`config.mk`:
```
export PLATFORM = sky130hd
export DESIGN_NAME = distb_fir_serial_flat
export DESIGN_NICKNAME = d
export VERILOG_FILES = /design/src/rtl/distb_fir_serial_if.sv /design/src/rtl/distb_fir_serial.sv /design/src/flat_wrapper.sv
export SDC_FILE = /design/constraint.sdc
export NUM_CORES = 1
export LEC_CHECK = 0
export ABC_CLOCK_PERIOD_IN_PS = 12300
export CORE_UTILIZATION = 35
export CTS_CLUSTER_DIAMETER = 100
export DETAILED_ROUTE_END_ITERATION = 16
export PLACE_DENSITY = 0.47
export SETUP_SLACK_MARGIN = 0.5
export SLEW_MARGIN = 5
export SYNTH_ARGS = -nofsm -noshare
export SYNTH_HDL_FRONTEND = slang
export SYNTH_SLANG_ARGS = --single-unit
```
`constraint.sdc`:
```
create_clock -name clk -period 12.3 [get_ports clk]
set_input_delay 1.23 -clock clk [delete_from_list [all_inputs] [get_ports clk]]
set_output_delay 1.23 -clock clk [all_outputs]
set_load 0.05 [all_outputs]
```
`src/rtl/distb_fir_serial_if.sv`:
```
// Sample, coefficient-write and result signals of the bit-serial DA FIR engine.
// The master side feeds samples and coefficients; the slave side is the engine.
interface distb_fir_serial_if #(
   parameter int unsigned DATA_WIDTH = 8,
   parameter int unsigned TAPS       = 4,
   parameter int unsigned COEF_WIDTH = 12,
   parameter int unsigned OUT_WIDTH  = DATA_WIDTH + COEF_WIDTH + $clog2(TAPS)
);
   logic                         sclr;
   logic                         coef_wr;
   logic [$clog2(TAPS)-1:0]      coef_sel;
   logic signed [COEF_WIDTH-1:0] coef_in;
   logic                         in_valid;
   logic                         in_ready;
   logic signed [DATA_WIDTH-1:0] in_data;
   logic                         out_valid;
   logic signed [OUT_WIDTH-1:0]  out_data;

   modport master (
      output sclr, coef_wr, coef_sel, coef_in, in_valid, in_data,
      input  in_ready, out_valid, out_data
   );

   modport slave (
      input  sclr, coef_wr, coef_sel, coef_in, in_valid, in_data,
      output in_ready, out_valid, out_data
   );
endinterface

```
`src/rtl/distb_fir_serial.sv`:
```
// Bit-serial distributed-arithmetic FIR: one signed result per accepted sample,
// walking sample bits LSB-first through a coefficient partial-sum table.
module distb_fir_serial #(
   parameter int unsigned DATA_WIDTH = 8,
   parameter int unsigned TAPS       = 4,
   parameter int unsigned COEF_WIDTH = 12,
   parameter int unsigned OUT_WIDTH  = DATA_WIDTH + COEF_WIDTH + $clog2(TAPS)
) (
   input logic               clk,
   input logic               rst,
   distb_fir_serial_if.slave bus
);
   localparam int unsigned SEL_W = $clog2(TAPS);
   localparam int unsigned LUT_W = COEF_WIDTH + SEL_W;
   localparam int unsigned BIT_W = $clog2(DATA_WIDTH);

   typedef enum logic {StIdle, StCalc} state_t;

   state_t                       state_q, state_d;
   logic signed [COEF_WIDTH-1:0] coef_q [TAPS];
   logic signed [DATA_WIDTH-1:0] taps_q [TAPS];
   logic signed [OUT_WIDTH-1:0]  acc_q, acc_d;
   logic signed [OUT_WIDTH-1:0]  out_data_q;
   logic                         out_valid_q;
   logic [BIT_W-1:0]             bit_q;
   logic signed [LUT_W-1:0]      lut;
   logic signed [OUT_WIDTH-1:0]  term;
   logic                         accept;
   logic                         last_bit;

   assign accept   = bus.in_valid && (state_q == StIdle) && !bus.sclr;
   assign last_bit = (bit_q == BIT_W'(DATA_WIDTH - 1));

   always_ff @(posedge clk or posedge rst) begin
      if (rst) begin
         state_q <= StIdle;
      end else begin
         state_q <= state_d;
      end
   end

   always_comb begin
      state_d = state_q;
      if (bus.sclr) begin
         state_d = StIdle;
      end else begin
         unique case (state_q)
            StIdle:  if (accept) state_d = StCalc;
            StCalc:  if (last_bit) state_d = StIdle;
            default: state_d = StIdle;
         endcase
      end
   end

   always_comb begin
      bus.in_ready  = (state_q == StIdle);
      bus.out_valid = out_valid_q;
      bus.out_data  = out_data_q;
   end

   // Partial-sum table entry addressed by bit b of every tap.
   always_comb begin
      lut = '0;
      for (int k = 0; k < TAPS; k++) begin
         if (taps_q[k][bit_q]) begin
            lut = lut + {{SEL_W{coef_q[k][COEF_WIDTH-1]}}, coef_q[k]};
         end
      end
   end

   // The sign bit of a two's complement sample carries negative weight.
   always_comb begin
      term  = {{(OUT_WIDTH - LUT_W){lut[LUT_W-1]}}, lut} <<< bit_q;
      acc_d = last_bit ? (acc_q - term) : (acc_q + term);
   end

   always_ff @(posedge clk or posedge rst) begin
      if (rst) begin
         coef_q      <= '{default: '0};
         taps_q      <= '{default: '0};
         acc_q       <= '0;
         bit_q       <= '0;
         out_data_q  <= '0;
         out_valid_q <= 1'b0;
      end else begin
         out_valid_q <= 1'b0;
         if (bus.sclr) begin
            taps_q <= '{default: '0};
            acc_q  <= '0;
            bit_q  <= '0;
         end else if (state_q == StIdle) begin
            if (accept) begin
               taps_q[0] <= bus.in_data;
               for (int k = 1; k < TAPS; k++) begin
                  taps_q[k] <= taps_q[k-1];
               end
               acc_q <= '0;
               bit_q <= '0;
            end else if (bus.coef_wr && (int'(bus.coef_sel) < int'(TAPS))) begin
               coef_q[bus.coef_sel] <= bus.coef_in;
            end
         end else begin
            acc_q <= acc_d;
            bit_q <= bit_q + BIT_W'(1);
            if (last_bit) begin
               out_data_q  <= acc_d;
               out_valid_q <= 1'b1;
               bit_q       <= '0;
            end
         end
      end
   end
endmodule

```
`src/flat_wrapper.sv`:
```
// flat-port wrapper written by rule: the top's interface ports become plain ports
module distb_fir_serial_flat 
#(
   parameter int unsigned DATA_WIDTH = 8,
   parameter int unsigned TAPS       = 4,
   parameter int unsigned COEF_WIDTH = 12,
   parameter int unsigned OUT_WIDTH  = DATA_WIDTH + COEF_WIDTH + $clog2(TAPS)
)
  (clk, rst, bus_sclr, bus_coef_wr, bus_coef_sel, bus_coef_in, bus_in_valid, bus_in_data, bus_in_ready, bus_out_valid, bus_out_data);
  distb_fir_serial_if #(.DATA_WIDTH(DATA_WIDTH), .TAPS(TAPS), .COEF_WIDTH(COEF_WIDTH), .OUT_WIDTH(OUT_WIDTH)) bus_i ();
  input logic clk;
  input logic rst;
  input wire logic [$bits(bus_i.sclr)-1:0] bus_sclr;
  input wire logic [$bits(bus_i.coef_wr)-1:0] bus_coef_wr;
  input wire logic [$bits(bus_i.coef_sel)-1:0] bus_coef_sel;
  input wire logic [$bits(bus_i.coef_in)-1:0] bus_coef_in;
  input wire logic [$bits(bus_i.in_valid)-1:0] bus_in_valid;
  input wire logic [$bits(bus_i.in_data)-1:0] bus_in_data;
  output wire logic [$bits(bus_i.in_ready)-1:0] bus_in_ready;
  output wire logic [$bits(bus_i.out_valid)-1:0] bus_out_valid;
  output wire logic [$bits(bus_i.out_data)-1:0] bus_out_data;
  assign bus_i.sclr = bus_sclr;
  assign bus_i.coef_wr = bus_coef_wr;
  assign bus_i.coef_sel = bus_coef_sel;
  assign bus_i.coef_in = bus_coef_in;
  assign bus_i.in_valid = bus_in_valid;
  assign bus_i.in_data = bus_in_data;
  assign bus_in_ready = bus_i.in_ready;
  assign bus_out_valid = bus_i.out_valid;
  assign bus_out_data = bus_i.out_data;
  distb_fir_serial #(.DATA_WIDTH(DATA_WIDTH), .TAPS(TAPS), .COEF_WIDTH(COEF_WIDTH), .OUT_WIDTH(OUT_WIDTH)) u_core (.clk(clk), .rst(rst), .bus(bus_i));
endmodule
```
; ---- After elaboration in Yosys (flattened, before gate mapping)
; Cells that the tools add are included.
; Widths: inputs -> output; s select.
[totals]
regBits = 129
inputBits = 27
out_inout_bits = 24
[op_classes]
add_sub_neg = 6
order_cmp = 3
n_eq_ne = 2
shifts = 1
muxes = 33
n_bitwise = 4
n_reduce_logical = 9
[op_table]
columns = op, count
row1 = $mux 32, 3
row2 = $mux 22, 4
row3 = $mux 14, 4
row4 = $bwmux 48, 1
row5 = $add 14x14->14, 3
row6 = $demux 12 s2, 1
row7 = $add 22x22->22, 1
row8 = $sshl 22x3->22, 1
row9 = $sub 22x22->22, 1
row10 = $bmux 1 s3, 4
row11 = $mux 12, 1
row12 = $mux 3, 4
row13 = $mux 1, 10
row14 = $lt 3x4->1 const B, 1
row15 = $reduce_and 4->1, 1
row16 = $add 3x1->3 const B, 1
row17 = $eq 3x3->1 const B, 1
row18 = $ge 3x3->1 const B, 1
row19 = $logic_and 1x1->1, 3
row20 = $lt 3x1->1 const B, 1
row21 = $not 1->1, 3
row22 = $not 2->3, 1
row23 = $reduce_and 3->1, 1
row24 = $reduce_bool 3->1, 1
row25 = other kinds (5), 5

; ---- Depth between registers and ports, before layout
; Gate-level depths: netlist of run 1.
[logic_depth]
depth_word = 14
mapped_depth = 43
mapped_depth_nobuf = 42

; ---- Worst setup path after synthesis of run 1
; No wires, ideal clock.
[synth_path]
path_kind = register -> register
start = reg u_core.bit_q[1]
end = reg u_core.acc_q[21]
setup_ps = 71
t_arrival_ps = 9269
path_slack_ps = 2960
stages_incl_launch_ff = 39
n_path_buf = 3
path_cell_list = dfrtp_1 > buf_6 > mux2_4 > a2bb2oi_2 > clkbuf_1 > and3_1 > ha_1 > clkbuf_1 > a41oi_2 > a21boi_0 > mux2_2 > or2_2 > ha_1 > o21a_1 > o31a_1 > o211a_1 > o41ai_1 > nand2_1 > [... 3 more ...] > or4_1 > and3_1 > or2_2 > a221oi_1 > a21oi_1 > o31ai_2 > nor4_4 > and3_1 > a21oi_1 > xnor2_1 > ha_1 > or3_1 > o31ai_1 > o21ai_0 > o41ai_1 > xnor2_1 > or4_1 > nand4_1
[synth_between]
elab_chain_len = 14
[synth_lines]
columns = element, line
row1 = "start, declared", distb_fir_serial.sv:25  ; logic [BIT_W-1:0] bit_q;
row2 = "start signal, assigned", distb_fir_serial.sv:104  ; bit_q <= bit_q + BIT_W'(1);
row3 = $bmux 1 s3, distb_fir_serial.sv:65  ; if (taps_q[k][bit_q]) begin
row4 = $mux 1 (not written as such), distb_fir_serial.sv:65
row5 = $mux 14, distb_fir_serial.sv:65
row6 = $add 14x14->14, distb_fir_serial.sv:66  ; lut = lut + {{SEL_W{coef_q[k][COEF_WIDTH-1]}}, coef_q[k]};
row7 = $mux 14, distb_fir_serial.sv:65
row8 = $add 14x14->14, distb_fir_serial.sv:66
row9 = $mux 14, distb_fir_serial.sv:65
row10 = $add 14x14->14, distb_fir_serial.sv:66
row11 = $mux 14, distb_fir_serial.sv:65
row12 = $sshl 22x3->22, distb_fir_serial.sv:73  ; term = {{(OUT_WIDTH - LUT_W){lut[LUT_W-1]}}, lut} <<< bit_q;
row13 = $add 22x22->22 / $sub 22x22->22 (equally long branches), distb_fir_serial.sv:74  ; acc_d = last_bit ? (acc_q - term) : (acc_q + term);
row14 = $mux 22 (*), distb_fir_serial.sv:74
row15 = $mux 22 (*), distb_fir_serial.sv:91  ; end else if (state_q == StIdle) begin
row16 = $mux 22 (*), distb_fir_serial.sv:87  ; if (bus.sclr) begin
row17 = "end signal, assigned", distb_fir_serial.sv:81  ; acc_q <= '0;
row18 = "end signal, assigned", distb_fir_serial.sv:89  ; acc_q <= '0;
row19 = "end signal, assigned", distb_fir_serial.sv:97  ; acc_q <= '0;
row20 = "end, declared", distb_fir_serial.sv:22  ; logic signed [OUT_WIDTH-1:0] acc_q, acc_d;
; Every way passes the cells marked *; elsewhere a longest branch is shown, timed or not. The select of a mux whose other input is x is not followed.
; A chain may end at the register's enable or synchronous reset.

; ---- Worst setup path after layout of run 1
[layout_path]
start = reg u_core.bit_q[2]
end = reg u_core.acc_q[21]
; The elaborated chain is that of the path after synthesis.

==> results of run 1 <==
sequential cells by signal, indices dropped and copies added (netlist names):
signal and count:
u_core.acc_q 22, u_core.bit_q 3, u_core.bus.out_data 22, u_core.bus.out_valid 1
u_core.coef_q 48, u_core.state_q 1, u_core.taps_q 32
metrics by stage:
stage	utilization	power (mW)	area [µm²]	setup slack [ps]
after global placement	0.387	1.35	11200	1400
after CTS	0.406	1.83	11700	1110
after floorplan	-	1.15	10300	2960
after global routing	0.407	1.95	11700	525
after detailed placement	0.387	1.35	11200	1160
final	0.407	1.82	11700	1140
cell usage in the layout, fill, tap and decap left out, types with 9 or more instances in the layout:
| master | instances |
|---|---|
| dfrtp_1 | 129 |
| nand2_1 | 88 |
| nor2_1 | 77 |
| mux2_2 | 72 |
| ha_1 | 64 |
| a21oi_1 | 59 |
| a22o_1 | 51 |
| clkdlybuf4s50_1 | 50 |
| o21ai_0 | 43 |
| inv_1 | 36 |
| xnor2_1 | 28 |
| and3_1 | 23 |
| nor3_1 | 22 |
| nand3_1 | 19 |
| nor2b_1 | 18 |
| clkbuf_16 | 17 |
| o31ai_1 | 15 |
| xor2_1 | 14 |
| a211oi_1 | 13 |
| mux2i_1 | 13 |
| buf_4 | 13 |
| nand2b_1 | 12 |
| a21boi_0 | 12 |
| mux4_2 | 12 |
| and2_1 | 12 |
| o31a_1 | 12 |
| a31oi_1 | 11 |
| o211ai_1 | 11 |
| or2_2 | 10 |
| nor4_1 | 10 |
| a21o_1 | 9 |
| o2111ai_1 | 9 |
worst max-delay path: cells and delay by family, from the launching register on:
kind,cells,cell delay [ps]
AO/OA/AOI/OAI,16,5030
AND/OR/NAND/NOR,10,3000
adder cells (fa/ha/maj),4,1440
flip-flops,1,730
XOR/XNOR,3,440
multiplexers,1,430
where the power goes:
group | switching, mW | internal (mW)
Clock | 0.214 | 0.261
Combinational | 0.466 | 0.341
Sequential | 0.0507 | 0.484
final timing paths:
path / start / end / slack, ps / cells past startpoint
min: u_core.bus.out_data[20] / u_core.bus.out_data[20] / 480 / 2
min in group asynchronous: rst / u_core.taps_q[30] / 1250 / 2
max in group asynchronous: rst / u_core.coef_q[46] / 9780 / 3
max: u_core.bit_q[2] / u_core.acc_q[21] / 1140 / 34
max reg2reg: u_core.bit_q[2] / u_core.acc_q[21] / 1140 / 34
min reg2reg: u_core.bus.out_data[20] / u_core.bus.out_data[20] / 480 / 2
synthesized netlist by cell type (13+ instances only):
cell      number  area (µm²)
dfrtp_1      129        3230
nand2_1       88         330
nor2_1        77         289
mux2_2        72         811
ha_1          64         801
a21oi_1       60         300
a22o_1        51         447
o21ai_0       43         215
inv_1         37         139
clkbuf_1      30         113
xnor2_1       28         245
nor3_1        24         120
and3_1        23         144
nand3_1       19        95.1
nor2b_1       18         113
o31ai_1       15         113
xor2_1        14         123
a211oi_1      13        97.6
mux2i_1       13         130
layer usage:
| metal | part of all wire | track usage | up-vias |
|---|---|---|---|
| li1 | - | - | 4232 |
| met5 | 0 | 0 | - |
| met3 | 0.034 | 0.0298 | 26 |
| met2 | 0.44 | 0.300 | 166 |
| met1 | 0.51 | 0.295 | 4203 |
| met4 | 0.014 | 0.0537 | 0 |
final cells by class:
class                           instances  area share
Clock buffer                           19      0.0369
Clock inverter                         13     0.00896
Inverter                               41      0.0135
Multi-Input combinational cell        876       0.574
Sequential cell                       129       0.275
Tap cell                              384      0.0409
Timing Repair Buffer                   63      0.0510
logic make-up (layout without fill, tap and decap cells):
| logic type | count (synthesis) | count (layout) |
|---|---|---|
| buf+inv | 92 | 136 |
| simple gates | 334 | 334 |
| compound gates | 330 | 330 |
| xor+xnor | 42 | 42 |
| flops | 129 | 129 |
| mux | 103 | 103 |
| fa+ha+maj | 67 | 67 |
==> impl_metrics.json, run 1 <==
{
  "status": "complete, no violations",
  "critical-path-max-stage-delay_ps": 770,
  "critical_path_class": "flop to flop",
  "p_per_area_mw_per_mm2": 155,
  "cap_violations": 0,
  "finalCritPeriodShare": 0.908,
  "fin_nets": 1222,
  "design.core.area_mm2": 0.0289,
  "path_max_fanout": 19,
  "synth_compound_area_frac": 0.238,
  "io_buffers": 50,
  "hold_violations": 0,
  "postCtsSetupBuffers": 0,
  "io_pins": 51,
  "synth_top_family_by_area": "compound AO/OA/AOI/OAI gates",
  "overflow": 0,
  "vias": 8627,
  "chipWidth_um": 174,
  "rsz0062_at_grt": "false",
  "synth_nets": 1191,
  "fmax_ghz": 0.0896,
  "antenna_found_initial": 0,
  "drt-total-wl_um": 29100,
  "p_leak_nw": 5.22,
  "path_clk_slew_ps": 70,
  "yosys_register_bits": 129,
  "whs_ps": 475,
  "post_cts_resized": 0,
  "slowest_stage": "a222oi_1",
  "finalClockSkew_ps": 10.6,
  "area_growth_pct": 13.8,
  "crit_arrival_ps": 11530,
  "finalMaxSlewViolations": 0,
  "drive_gt1_frac": 0.151,
  "final-seq-area_mm2": 0.00323,
  "tightest_slew_ps": 1040,
  "synth-simple-area-share": 0.165,
  "ys.flop_type": "dfrtp_1",
  "holdBufCountCts": 0,
  "fill_cells": 2892,
  "cts_max_level": 4,
  "cts_made_buffers": 17,
  "synth-edff-count": 0,
  "synth_warnings": 0,
  "multi_input_area_mm2": 0.00673,
  "postRouteAntennaNets": 0,
  "insertion_delay_ps": 440,
  "relSlewSlack": 0.304,
  "period_minus_slack_ps": 11160,
  "ir_drop_v": 0.0000979,
  "synthAdderAreaFrac": 0.0835,
  "drt_pass1_iterations": 5,
  "dp_hpwl_um": 21900,
  "gp_congestion": 0.867,
  "grt_util_all_layers": 0.199,
  "syn_avg_cell_area_um2": 9.40,
  "syn_inst": 1097,
  "syn_area_mm2": 0.0103,
  "antenna_cells": 0,
  "crit_path_end_kind": "flop",
  "die_h_um": 174,
  "clk_path_buf_depth": 2,
  "die-area_mm2": 0.0302,
  "cts.sink_count": 129,
  "cp.required_ps": 12660,
  "ys_async_sr_fraction": 1.00,
  "via_per_inst": 5.66,
  "drc": 0,
  "routedWlPerCell_um": 19.1,
  "cpMostUsedCell": "ha_1",
  "grt_start_max_net_pins": 67,
  "yosysUniqueCellTypes": 91,
  "drt_iter0_markers": 559,
  "num_rows": 62,
  "cts_tree": "done",
  "start_util": 0.357,
  "setup_viol": 0,
  "synth_mux_area_frac": 0.126,
  "grt_pass1_vias": 8322,
  "worstSetupStartpointType": "flop",
  "cts-root-buf": "clkbuf_16",
  "ys_seq_area_frac": 0.313,
  "fin_setup_tns_ps": 0,
  "grt_pass1_wl_um": 47200,
  "dp_cells": 1493,
  "holdCritPathClass": "flop to flop",
  "final_cells": 1525,
  "synth_xor_area_frac": 0.0357
}
Power figures use the tool's default switching activity.
==> run 2, diff against run 1 <==
PLACE_DENSITY = not set   (was 0.47)
SLEW_MARGIN = not set   (was 5)
==> impl_metrics.json, run 2 (same netlist as run 1, synthesis figures left out) <==
{
  "fin_nets": 1220,
  "drt_pass1_iterations": 5,
  "fmax_ghz": 0.0924,
  "insertion_delay_ps": 430,
  "chipWidth_um": 174,
  "r2r-end": "u_core.acc_q[21]",
  "gp_congestion": 0.925,
  "cts_max_level": 4,
  "drc": 0,
  "num_rows": 62,
  "period_minus_slack_ps": 10820,
  "cts-root-buf": "clkbuf_16",
  "path_clk_slew_ps": 60,
  "final_common_cell": "dfrtp_1",
  "slowest_stage": "a222oi_1",
  "worstRegToRegCells": 34,
  "critical_path_class": "flop to flop",
  "overflow": 0,
  "status": "complete, no violations",
  "fill_cells": 2869,
  "grt_start_max_net_pins": 70,
  "finalCritPeriodShare": 0.879,
  "cpMostUsedCell": "ha_1",
  "critPathLaunch": "u_core.bit_q[0]",
  "rsz0062_at_grt": "false",
  "design.core.area_mm2": 0.0289,
  "critPathTopFamily": "compound AO/OA/AOI/OAI gates",
  "final_cell_mix": "dfrtp_1 (129), nand2_1 (88), nor2_1 (77), mux2_2 (72), ha_1 (64)",
  "crit_buf_inv": 0,
  "p_total_mw": 1.87,
  "holdCritPathClass": "flop to flop",
  "final-seq-area_mm2": 0.00323,
  "crit_path_end_kind": "flop",
  "grt_pass1_vias": 8502,
  "drt_iter0_markers": 687,
  "p_per_area_mw_per_mm2": 159,
  "cts_tree": "done",
  "hold_violations": 0,
  "critical-path-max-stage-delay_ps": 680,
  "layout_top_registers": "u_core.coef_q (48), u_core.taps_q (32)",
  "die-area_mm2": 0.0302,
  "fin_setup_tns_ps": 0,
  "tightest_slew_ps": 1170,
  "cts.sink_count": 129,
  "vias": 8650,
  "crit_arrival_ps": 11180,
  "routedWlPerCell_um": 18.3,
  "top_register": "u_core.coef_q",
  "grt_util_all_layers": 0.192,
  "die_h_um": 174,
  "ir_drop_v": 0.0000805,
  "postCtsSetupBuffers": 0,
  "r2r_start": "u_core.bit_q[0]",
  "relSlewSlack": 0.214,
  "p_leak_nw": 5.25,
  "drt-total-wl_um": 27900,
  "start_util": 0.357,
  "post-place-ws_ps": 1560,
  "cap_violations": 0,
  "antenna_cells": 0,
  "drive_gt1_frac": 0.147,
  "path_max_fanout": 19,
  "dp_hpwl_um": 20900,
  "cp.required_ps": 12660,
  "grt_pass1_wl_um": 46200,
  "largest_reg_flops": 48,
  "clk_path_buf_depth": 2,
  "finalMaxSlewViolations": 0,
  "cp-endpoint": "u_core.acc_q[21]",
  "multi_input_area_mm2": 0.00671,
  "cp_num_cells": 34,
  "io_buffers": 50,
  "antenna_found_initial": 0,
  "finalClockSkew_ps": 12.9,
  "setup_viol": 0,
  "setup_slack_ps": 1480,
  "r2r_setup_slack_ps": 1480,
  "worstSetupStartpointType": "flop",
  "area_growth_pct": 14.2,
  "io_pins": 51,
  "postRouteAntennaNets": 0,
  "via_per_inst": 5.68,
  "cts_made_buffers": 17
}
## run 2: cell count changes in the layout (fill, tap and decap cells not counted), sizes merged
cell      delta
inv          -5
clkinvlp     -4
bufinv       +4
clkbuf       +3
buf          -2
clkinv       +2
## run 2: worst min-delay path by stage
stage,slack [ps],from,cells after the start,end
floorplan,450,u_core.acc_q[0],2,u_core.acc_q[0]
global placement,460,u_core.acc_q[0],2,u_core.acc_q[0]
detailed placement,470,u_core.acc_q[0],2,u_core.acc_q[0]
CTS,490,u_core.bus.out_data[13],2,u_core.bus.out_data[13]
global route,500,u_core.acc_q[18],2,u_core.acc_q[18]
finish,480,u_core.bus.out_data[13],2,u_core.bus.out_data[13]
## run 2: power by group
group          leakage, nW  switching, mW  internal, mW  total (mW)
combinational         3.24          0.455         0.341       0.796
sequential            1.72         0.0508         0.485       0.535
clock                0.294          0.195         0.344       0.538
total                 5.25          0.701          1.17        1.87
## run 2: metal layers
layer	GRT usage	up-vias	wire length, µm
met5	0	-	0
met4	0.0698	0	634
met3	0.0344	36	1380
met2	0.300	222	12400
met1	0.264	4182	13400
li1	-	4210	-
## run 2: stage by stage
| step | hold slack, ps | std cells | util | area, µm² |
|---|---|---|---|---|
| finish | 483 | 1523 | 0.408 | 11800 |
| global route | 502 | 1523 | 0.408 | 11800 |
| CTS | 488 | 1523 | 0.408 | 11800 |
| detailed placement | 471 | 1491 | 0.387 | 11200 |
| global placement | 463 | 1491 | 0.387 | 11200 |
| floorplan | 450 | 1097 | - | 10300 |
## run 2: worst reg2reg max path, delay by kind of cell (launching register included)
family                   cells  cell delay (ps)
flip-flops                   1              650
AO/OA/AOI/OAI               16             5140
AND/OR/NAND/NOR              9             2530
XOR/XNOR                     3              410
adder cells (fa/ha/maj)      4             1360
multiplexers                 2              660
## run 2: timing repair
action,in CTS,in global routing
resized for setup,0,1
hold buffers,0,0
endpoints found under the setup margin,0,1
## run 2: layout make-up
cell class	count	share of cell area
clock buffers	22	0.0386
clock inverters	10	0.0135
inverters	41	0.0135
multi-input cells	876	0.570
flip-flops and latches	129	0.274
well taps	384	0.0408
repair buffers	61	0.0495
